## config.mk

```make
export PLATFORM = sky130hd
export DESIGN_NAME = sysid_regs_ext
export DESIGN_NICKNAME = d
export VERILOG_FILES = /design/src/rtl/sysid_regs_pkg.sv /design/src/rtl/sysid_uptime_counter.sv /design/src/rtl/sysid_regs_ext.sv
export SDC_FILE = /design/constraint.sdc
export NUM_CORES = 1
export LEC_CHECK = 0
export ABC_CLOCK_PERIOD_IN_PS = 5000
export BUFFER_PORTS_ARGS = -buffer_cell sky130_fd_sc_hd__buf_2
export CORE_MARGIN = 10
export CORE_UTILIZATION = 40
export DETAILED_ROUTE_END_ITERATION = 8
export PLACE_DENSITY = 0.6
export SLEW_MARGIN = 25
export SYNTH_ARGS = -nofsm -noshare
export SYNTH_HDL_FRONTEND = slang
export SYNTH_SLANG_ARGS = --single-unit
```

## constraint.sdc

```tcl
create_clock -name clock -period 5 [get_ports clock]
set_input_delay 0.25 -clock clock [delete_from_list [all_inputs] [get_ports clock]]
set_output_delay 0.25 -clock clock [all_outputs]
set_load 0.02 [all_outputs]
```

## src/rtl/sysid_regs_pkg.sv

```systemverilog
// Shared constants for the system-ID register block: word map, CTRL bit
// positions and datapath widths.
package sysid_regs_pkg;

  localparam int DATA_W   = 32;
  localparam int UPTIME_W = 64;

  localparam int ADDR_ID        = 0;
  localparam int ADDR_TS        = 1;
  localparam int ADDR_VER       = 2;
  localparam int ADDR_SCRATCH   = 3;
  localparam int ADDR_UPTIME_LO = 4;
  localparam int ADDR_UPTIME_HI = 5;
  localparam int ADDR_CTRL      = 6;

  localparam int CTRL_CLR    = 0;
  localparam int CTRL_FREEZE = 1;

endpackage : sysid_regs_pkg

```

## src/rtl/sysid_uptime_counter.sv

```systemverilog
// Free-running 64-bit cycle counter with synchronous clear (which wins over
// increment) and a freeze input. It wraps silently.
module sysid_uptime_counter
  import sysid_regs_pkg::*;
(
  input  logic                clock,
  input  logic                reset,
  input  logic                clr,
  input  logic                freeze,
  output logic [UPTIME_W-1:0] count
);

  logic [UPTIME_W-1:0] count_q, count_d;

  always_comb begin
    count_d = count_q;
    if (clr)          count_d = '0;
    else if (!freeze) count_d = count_q + UPTIME_W'(1);
  end

  // NOTE: sequential state uses non-blocking assignments so every register
  // samples its pre-edge inputs, independent of block ordering.
  always_ff @(posedge clock or posedge reset) begin
    if (reset) count_q <= '0;
    else       count_q <= count_d;
  end

  assign count = count_q;

endmodule : sysid_uptime_counter

```

## src/rtl/sysid_regs_ext.sv

```systemverilog
// Registered Avalon-MM system-ID slave: build identity words, scratch
// register, 64-bit uptime counter with atomic LO/HI readout, and CTRL.
module sysid_regs_ext
  import sysid_regs_pkg::*;
#(
  parameter logic [31:0] SYS_ID      = 32'h0000_0000,
  parameter logic [31:0] TIMESTAMP   = 32'h0000_0000,
  parameter logic [31:0] VERSION     = 32'h0001_0000,
  parameter int          ADDR_W      = 3,
  parameter logic [31:0] SCRATCH_RST = 32'h0000_0000
) (
  input  logic              clock,
  input  logic              reset,
  input  logic [ADDR_W-1:0] address,
  input  logic              read,
  input  logic              write,
  input  logic [DATA_W-1:0] writedata,
  input  logic [3:0]        byteenable,
  output logic [DATA_W-1:0] readdata,
  output logic              readdatavalid
);

  logic [DATA_W-1:0]   scratch_q, scratch_d;
  logic [DATA_W-1:0]   hi_snap_q, hi_snap_d;
  logic [DATA_W-1:0]   rdata_q, rdata_d;
  logic                rvalid_q, rvalid_d;
  logic                freeze_q, freeze_d;
  logic                cnt_clr;
  logic [UPTIME_W-1:0] uptime;
  logic                rd_en;

  // A write in the same cycle as a read takes the bus; the read is dropped.
  assign rd_en = read && !write;

  sysid_uptime_counter u_uptime (
    .clock  (clock),
    .reset  (reset),
    .clr    (cnt_clr),
    .freeze (freeze_q),
    .count  (uptime)
  );

  // NOTE: every combinational output gets a default first, so no path can
  // leave a signal unassigned and infer a latch.
  always_comb begin
    scratch_d = scratch_q;
    hi_snap_d = hi_snap_q;
    rdata_d   = rdata_q;
    rvalid_d  = rd_en;
    freeze_d  = freeze_q;
    cnt_clr   = 1'b0;

    if (write) begin
      case (int'(address))
        ADDR_SCRATCH: begin
          for (int i = 0; i < 4; i++)
            if (byteenable[i]) scratch_d[8*i +: 8] = writedata[8*i +: 8];
        end
        // A clear command leaves freeze untouched; otherwise bit1 loads freeze.
        ADDR_CTRL: begin
          if (byteenable[0]) begin
            if (writedata[CTRL_CLR]) cnt_clr  = 1'b1;
            else                     freeze_d = writedata[CTRL_FREEZE];
          end
        end
        default: ;
      endcase
    end

    if (rd_en) begin
      rdata_d = '0;
      case (int'(address))
        ADDR_ID:        rdata_d = SYS_ID;
        ADDR_TS:        rdata_d = TIMESTAMP;
        ADDR_VER:       rdata_d = VERSION;
        ADDR_SCRATCH:   rdata_d = scratch_q;
        ADDR_UPTIME_LO: begin
          rdata_d   = uptime[DATA_W-1:0];
          hi_snap_d = uptime[UPTIME_W-1:DATA_W];
        end
        ADDR_UPTIME_HI: rdata_d = hi_snap_q;
        ADDR_CTRL:      rdata_d[CTRL_FREEZE] = freeze_q;
        default:        rdata_d = '0;
      endcase
    end
  end

  always_ff @(posedge clock or posedge reset) begin
    if (reset) begin
      scratch_q <= SCRATCH_RST;
      hi_snap_q <= '0;
      rdata_q   <= '0;
      rvalid_q  <= 1'b0;
      freeze_q  <= 1'b0;
    end else begin
      scratch_q <= scratch_d;
      hi_snap_q <= hi_snap_d;
      rdata_q   <= rdata_d;
      rvalid_q  <= rvalid_d;
      freeze_q  <= freeze_d;
    end
  end

  assign readdata      = rdata_q;
  assign readdatavalid = rvalid_q;

endmodule : sysid_regs_ext

```

==> metrics, run 1 <==
Clock Path Buffers 2; Syn-to-layout area delta 16.4%; fin nets 823; hold slack -0.0115 ns; Synth area leaders dfrtp_1, mux2_2, mux2i_1, a22o_1, o21ai_0; P per Cell Area 436 nW/um2; CTS root buf clkbuf_16; setup TNS 0 ns; Final Hold Viols 9; met1 wire length 9750 um; Die H 160 um; DR vias/cell 5.58; DRT antenna net count 0; clk_lat worst skew 0.43 ns; Seq/Total Area, Yosys 0.520; layout cell share with drive strength beyond 1 0.248; Startpoint Class flop; # port buffers 75; crit-path cells nand4_1, nor3_2, nand2_1, or4_1, a21oi_1; Pre-Repair DR Iteration Count 5; WP data required 5.35 ns; Clock Skew 0.00769 ns; failing checks negative hold slack; Setup CP Type reg2reg; post-layout util 0.478; area leader, netlist dfrtp_1; synth cell count leaders dfrtp_1, mux2_2, nand2_1, o21ai_0, nor2_1; Residual DRC 0; total core area 19000 um2; fmax 0.370 GHz; CTS tree done; Synth async-reset ratio 1.00; max_slew headroom 0.310; DIE AREA 25500 um2; io pins 76; final setup vio count 0; Starting Density 0.411; Ys Warns 0; routed via count 5863; CP peak stage delay 0.78 ns; H-tree levels 4; clock slew at reported path FFs 0.06 ns; first-pass GRT wire length 32900 um; CTS Buf Count 17; status finished with violations; Finished Layout Cells 1051; Synth Instances 712; Final min period 2.70 ns; VDD IR max 0.177 mV; period utilization 0.540; die width 160 um; FILL cells 1711; crit path capture type flop; CTS resizes 0; n_diodes 0; Pins Over Slew Limit 0; Worst Tran Pin Value 1.04 ns; area of the mapped netlist 7790 um2; worst-path maximum fanout 13; Data arrival, critical path 3.05 ns; Placed Cells 1019; gr ovfl total 0; worst hold path class in2async; Placer Congestion 0.832; register bit total from synthesis 162; Synth Area per Inst 10.9 um2; antenna violations before repair 0; post-synth top area share 0.520; RSZ-0062 raised after global routing false; most common cell in the netlist dfrtp_1; Rows 50; MaxCap Viol Count 0; Post-CTS Setup Bufs 0; initial drt markers 473; Total GRT Usage 0.158; Hold Buf Count CTS 0; DP HPWL 14400 um; Met3 Wirelength 860 um; Mapped Nets 757; vias in the first global route 5830; DR WL/cell 19.1 um; Top Layer Used met4; Synth cell types 45; EDFF count, synth 0; clk sinks 162; Worst path slowest cell nor3_2; largest net degree at the start of global routing 118; DR WL met2 9260 um; main flop type after synthesis dfrtp_1; final wirelength 20100 um; static leakage 3.96 nW
[layer usage]
metal  vias up  track usage
met5         -            0
met1      2987        0.219
met4         0       0.0442
met2       138        0.242
met3        18       0.0338
li1       2720            -
[final timing paths]
kind | start | slack [ns] | end | cells after the start
worst max-delay path | u_uptime.count[32]$_DFFE_PP0P_ | 2.30 | u_uptime.count[58]$_DFFE_PP0P_ | 5
worst min-delay path | reset | -0.01 | u_uptime.count[37]$_DFFE_PP0P_ | 2
worst max register to register | u_uptime.count[32]$_DFFE_PP0P_ | 2.30 | u_uptime.count[58]$_DFFE_PP0P_ | 5
worst min register to register | readdata[0]$_DFFE_PP0P_ | 0.49 | readdata[0]$_DFFE_PP0P_ | 2
max in group asynchronous | reset | 3.89 | u_uptime.count[23]$_DFFE_PP0P_ | 3
min in group clock | writedata[2] | 0.05 | scratch_q[2]$_DFFE_PP0P_ | 2
[cell usage in the layout (no fill, tap or decap), drive strengths merged, types with 5 or more instances in the layout]
master | netlist | final
buf | 15 | 81
and3 | 7 | 7
or3 | 17 | 17
nand2b | 5 | 5
xor2 | 17 | 17
nand3 | 33 | 33
nand2 | 62 | 62
a22o | 30 | 30
xnor2 | 14 | 14
inv | 14 | 17
nand4 | 28 | 28
dfrtp | 162 | 162
or4 | 10 | 10
o31ai | 9 | 9
a21oi | 29 | 29
nor3 | 10 | 10
bufinv | 0 | 5
o21ai | 50 | 50
mux2 | 65 | 65
nor4 | 13 | 13
mux2i | 37 | 37
clkbuf | 19 | 17
nor2 | 46 | 46
[cell families (layout without fill, tap and decap cells)]
family	after synthesis	count (layout)	share of synthesized area
simple gates	245	245	0.176
flops	162	162	0.520
mux	102	102	0.141
xor+xnor	31	31	0.0348
fa+ha+maj	2	2	0.00321
buf+inv	48	127	0.0255
compound gates	122	122	0.0983
[layout make-up]
class	count	area [um2]	share of cell area
Tap cell	260	325	0.0359
Clock buffer	17	425	0.0469
Timing Repair Buffer	81	420	0.0464
Sequential cell	162	4050	0.447
Inverter	14	60.1	0.00662
Multi-Input combinational cell	502	3560	0.392
Clock inverter	15	229	0.0252
[per-stage QoR]
stage                     power, mW  setup WS (ns)  hold WS, ns  instance area, um2
after detailed placement       2.53           2.06        0.478                8410
after global placement         2.49           2.20        0.468                8410
after CTS                      3.97           2.27       0.0411                9070
final                          3.96           2.30      -0.0115                9070
after global routing           4.15           2.08       0.0436                9070
after floorplan                2.27          0.373        0.401                7790
[worst max-delay path: cells and delay by family (launching register included)]
| family | cells | cell delay [ns] |
|---|---|---|
| and+or+nand+nor | 4 | 2.02 |
| AOI/OAI and AO/OA | 1 | 0.16 |
| DFF | 1 | 0.44 |
[registers in the layout, indices dropped and copies added (netlist names)]
register	flops
freeze_q	1
hi_snap_q	32
readdata	32
readdatavalid	1
scratch_q	32
u_uptime.count	64
[power by group]
part           switching, mW  internal [mW]
sequential             0.302           1.59
clock                  0.557          0.891
combinational          0.314          0.304
total                   1.17           2.79
No activity file was read; power rests on OpenSTA's default activity.
==> run 2: changes to the inputs <==
- ABC_CLOCK_PERIOD_IN_PS: 5000 -> 2700
- clock period: 5 -> 2.7 ns (I/O delays scaled with it)
==> run 2 against run 1 <==
Cell area up 4.6%. Core utilization up 2.2 points. The flow now finishes without violations. Largest cell class unchanged. Die area unchanged. Largest power group unchanged. Sequential power is 86% higher. Non-clock buffer count grew 54.
==> metrics, run 2 (synthesized netlist as in run 1, its figures left out) <==
MaxCap Viol Count 0; # port buffers 75; Rows 50; Final Hold Viols 0; DR WL met2 9680 um; CTS Buf Count 17; Total GRT Usage 0.164; Residual DRC 0; Syn-to-layout area delta 21.8%; Placer Congestion 0.881; Data arrival, critical path 2.89 ns; Startpoint Class flop; clk_lat worst skew 0.43 ns; RSZ-0062 raised after global routing false; pre-CTS setup slack 0.220 ns; die width 160 um; Hold Path Cell Cnt 3; final setup vio count 0; met1 wire length 9620 um; total core area 19000 um2; clk sinks 162; DR vias/cell 5.51; Pins Over Slew Limit 0; hold endpoint readdata[1]$_DFFE_PP0P_; static leakage 4.17 nW; fin nets 877; H-tree levels 4; clock slew at reported path FFs 0.06 ns; Tot Pwr 7.03 mW; io pins 76; Final min period 2.54 ns; Top Layer Used met4; CTS tree done; routed via count 6087; reg-to-reg endpoint u_uptime.count[38]$_DFFE_PP0P_; Clock Path Buffers 2; fmax 0.394 GHz; commonest non-fill, non-tap cell in the layout dfrtp_1; n_diodes 0; max_slew headroom 0.392; DIE AREA 25500 um2; initial drt markers 455; Multi-input gate area 3560 um2; min-delay src address[1]; Reg2Reg Depth 6; DP HPWL 15100 um; Clock Skew 0.0111 ns; worst r2r src u_uptime.count[0]$_DFFE_PP0P_; crit path capture type flop; largest net degree at the start of global routing 41; Setup CP Type reg2reg; gr ovfl total 0; CTS resizes 0; first-pass GRT wire length 34100 um; Starting Density 0.411; FILL cells 1705; DR WL/cell 18.7 um; Die H 160 um; most frequent cells in the layout dfrtp_1, buf_2, nand2_1, mux2_2, o21ai_0; layout cell share with drive strength beyond 1 0.256; CTS root buf clkbuf_16; Worst Tran Pin Value 0.910 ns; max FFs per register 64; P per Cell Area 741 nW/um2; Worst Setup Slack, final 0.164 ns; DRT antenna net count 0; vias in the first global route 6155; status completed; final wirelength 20700 um; reg-to-reg slack, setup 0.16 ns; VDD IR max 0.422 mV; WP data required 3.05 ns; setup TNS 0 ns; Met3 Wirelength 1200 um; worst-path maximum fanout 12; register area 4050 um2; Pre-Repair DR Iteration Count 5; worst hold path class in2reg; period utilization 0.939; antenna violations before repair 0
[run 2: repair_timing]
action	4_1_cts	5_1_grt
hold endpoints to repair	66	0
endpoints found under the setup margin	0	2
buffers inserted	0	3
hold buffers	33	0
[run 2: layout make-up]
type,instances,area share
flip-flops and latches,162,0.427
multi-input cells,502,0.375
clock buffers,18,0.0452
well taps,260,0.0343
inverters,14,0.00594
repair buffers,135,0.0984
clock inverters,14,0.0140
[run 2: through the flow]
step / instance area [um2] / cells / hold WS [ns] / utilization
after floorplan: 7790 / 712 / 0.286 / -
after global placement: 8570 / 1037 / 0.352 / 0.452
after detailed placement: 8570 / 1037 / 0.364 / 0.452
after CTS: 9460 / 1102 / 0.0750 / 0.499
after global routing: 9490 / 1105 / 0.0783 / 0.500
final: 9490 / 1105 / 0.0862 / 0.500
[run 2: worst max-delay path by stage]
stage	start	end	slack, ns	cells after the start
final	u_uptime.count[0]$_DFFE_PP0P_	u_uptime.count[38]$_DFFE_PP0P_	0.16	6
after global routing	u_uptime.count[0]$_DFFE_PP0P_	u_uptime.count[62]$_DFFE_PP0P_	0.02	6
after CTS	u_uptime.count[0]$_DFFE_PP0P_	u_uptime.count[38]$_DFFE_PP0P_	0.20	6
after detailed placement	u_uptime.count[0]$_DFFE_PP0P_	u_uptime.count[38]$_DFFE_PP0P_	0.22	6
after global placement	u_uptime.count[6]$_DFFE_PP0P_	u_uptime.count[57]$_DFFE_PP0P_	0.34	5
after floorplan	reset	freeze_q$_DFFE_PP0P_	0.51	1
[run 2: power breakdown]
group          total (mW)  internal, mW  switching [mW]
Sequential           3.51          2.95           0.560
Combinational        1.23         0.614           0.619
Clock                2.29          1.28            1.02
Total                7.03          4.84            2.19
[run 2: worst max-delay path: stages (launching register included)]
cell and delay (ns):
dfrtp_1 0.47, ha_1 0.26, nand3b_4 0.12, nor4_2 0.41, nand4_1 0.50, or3_1 0.51, a21oi_1 0.17
[run 2: metal layers]
metal	global-route usage	vias to the layer above
li1	-	2836
met1	0.223	3037
met2	0.256	194
met3	0.0356	20
met4	0.0497	0
met5	0	-
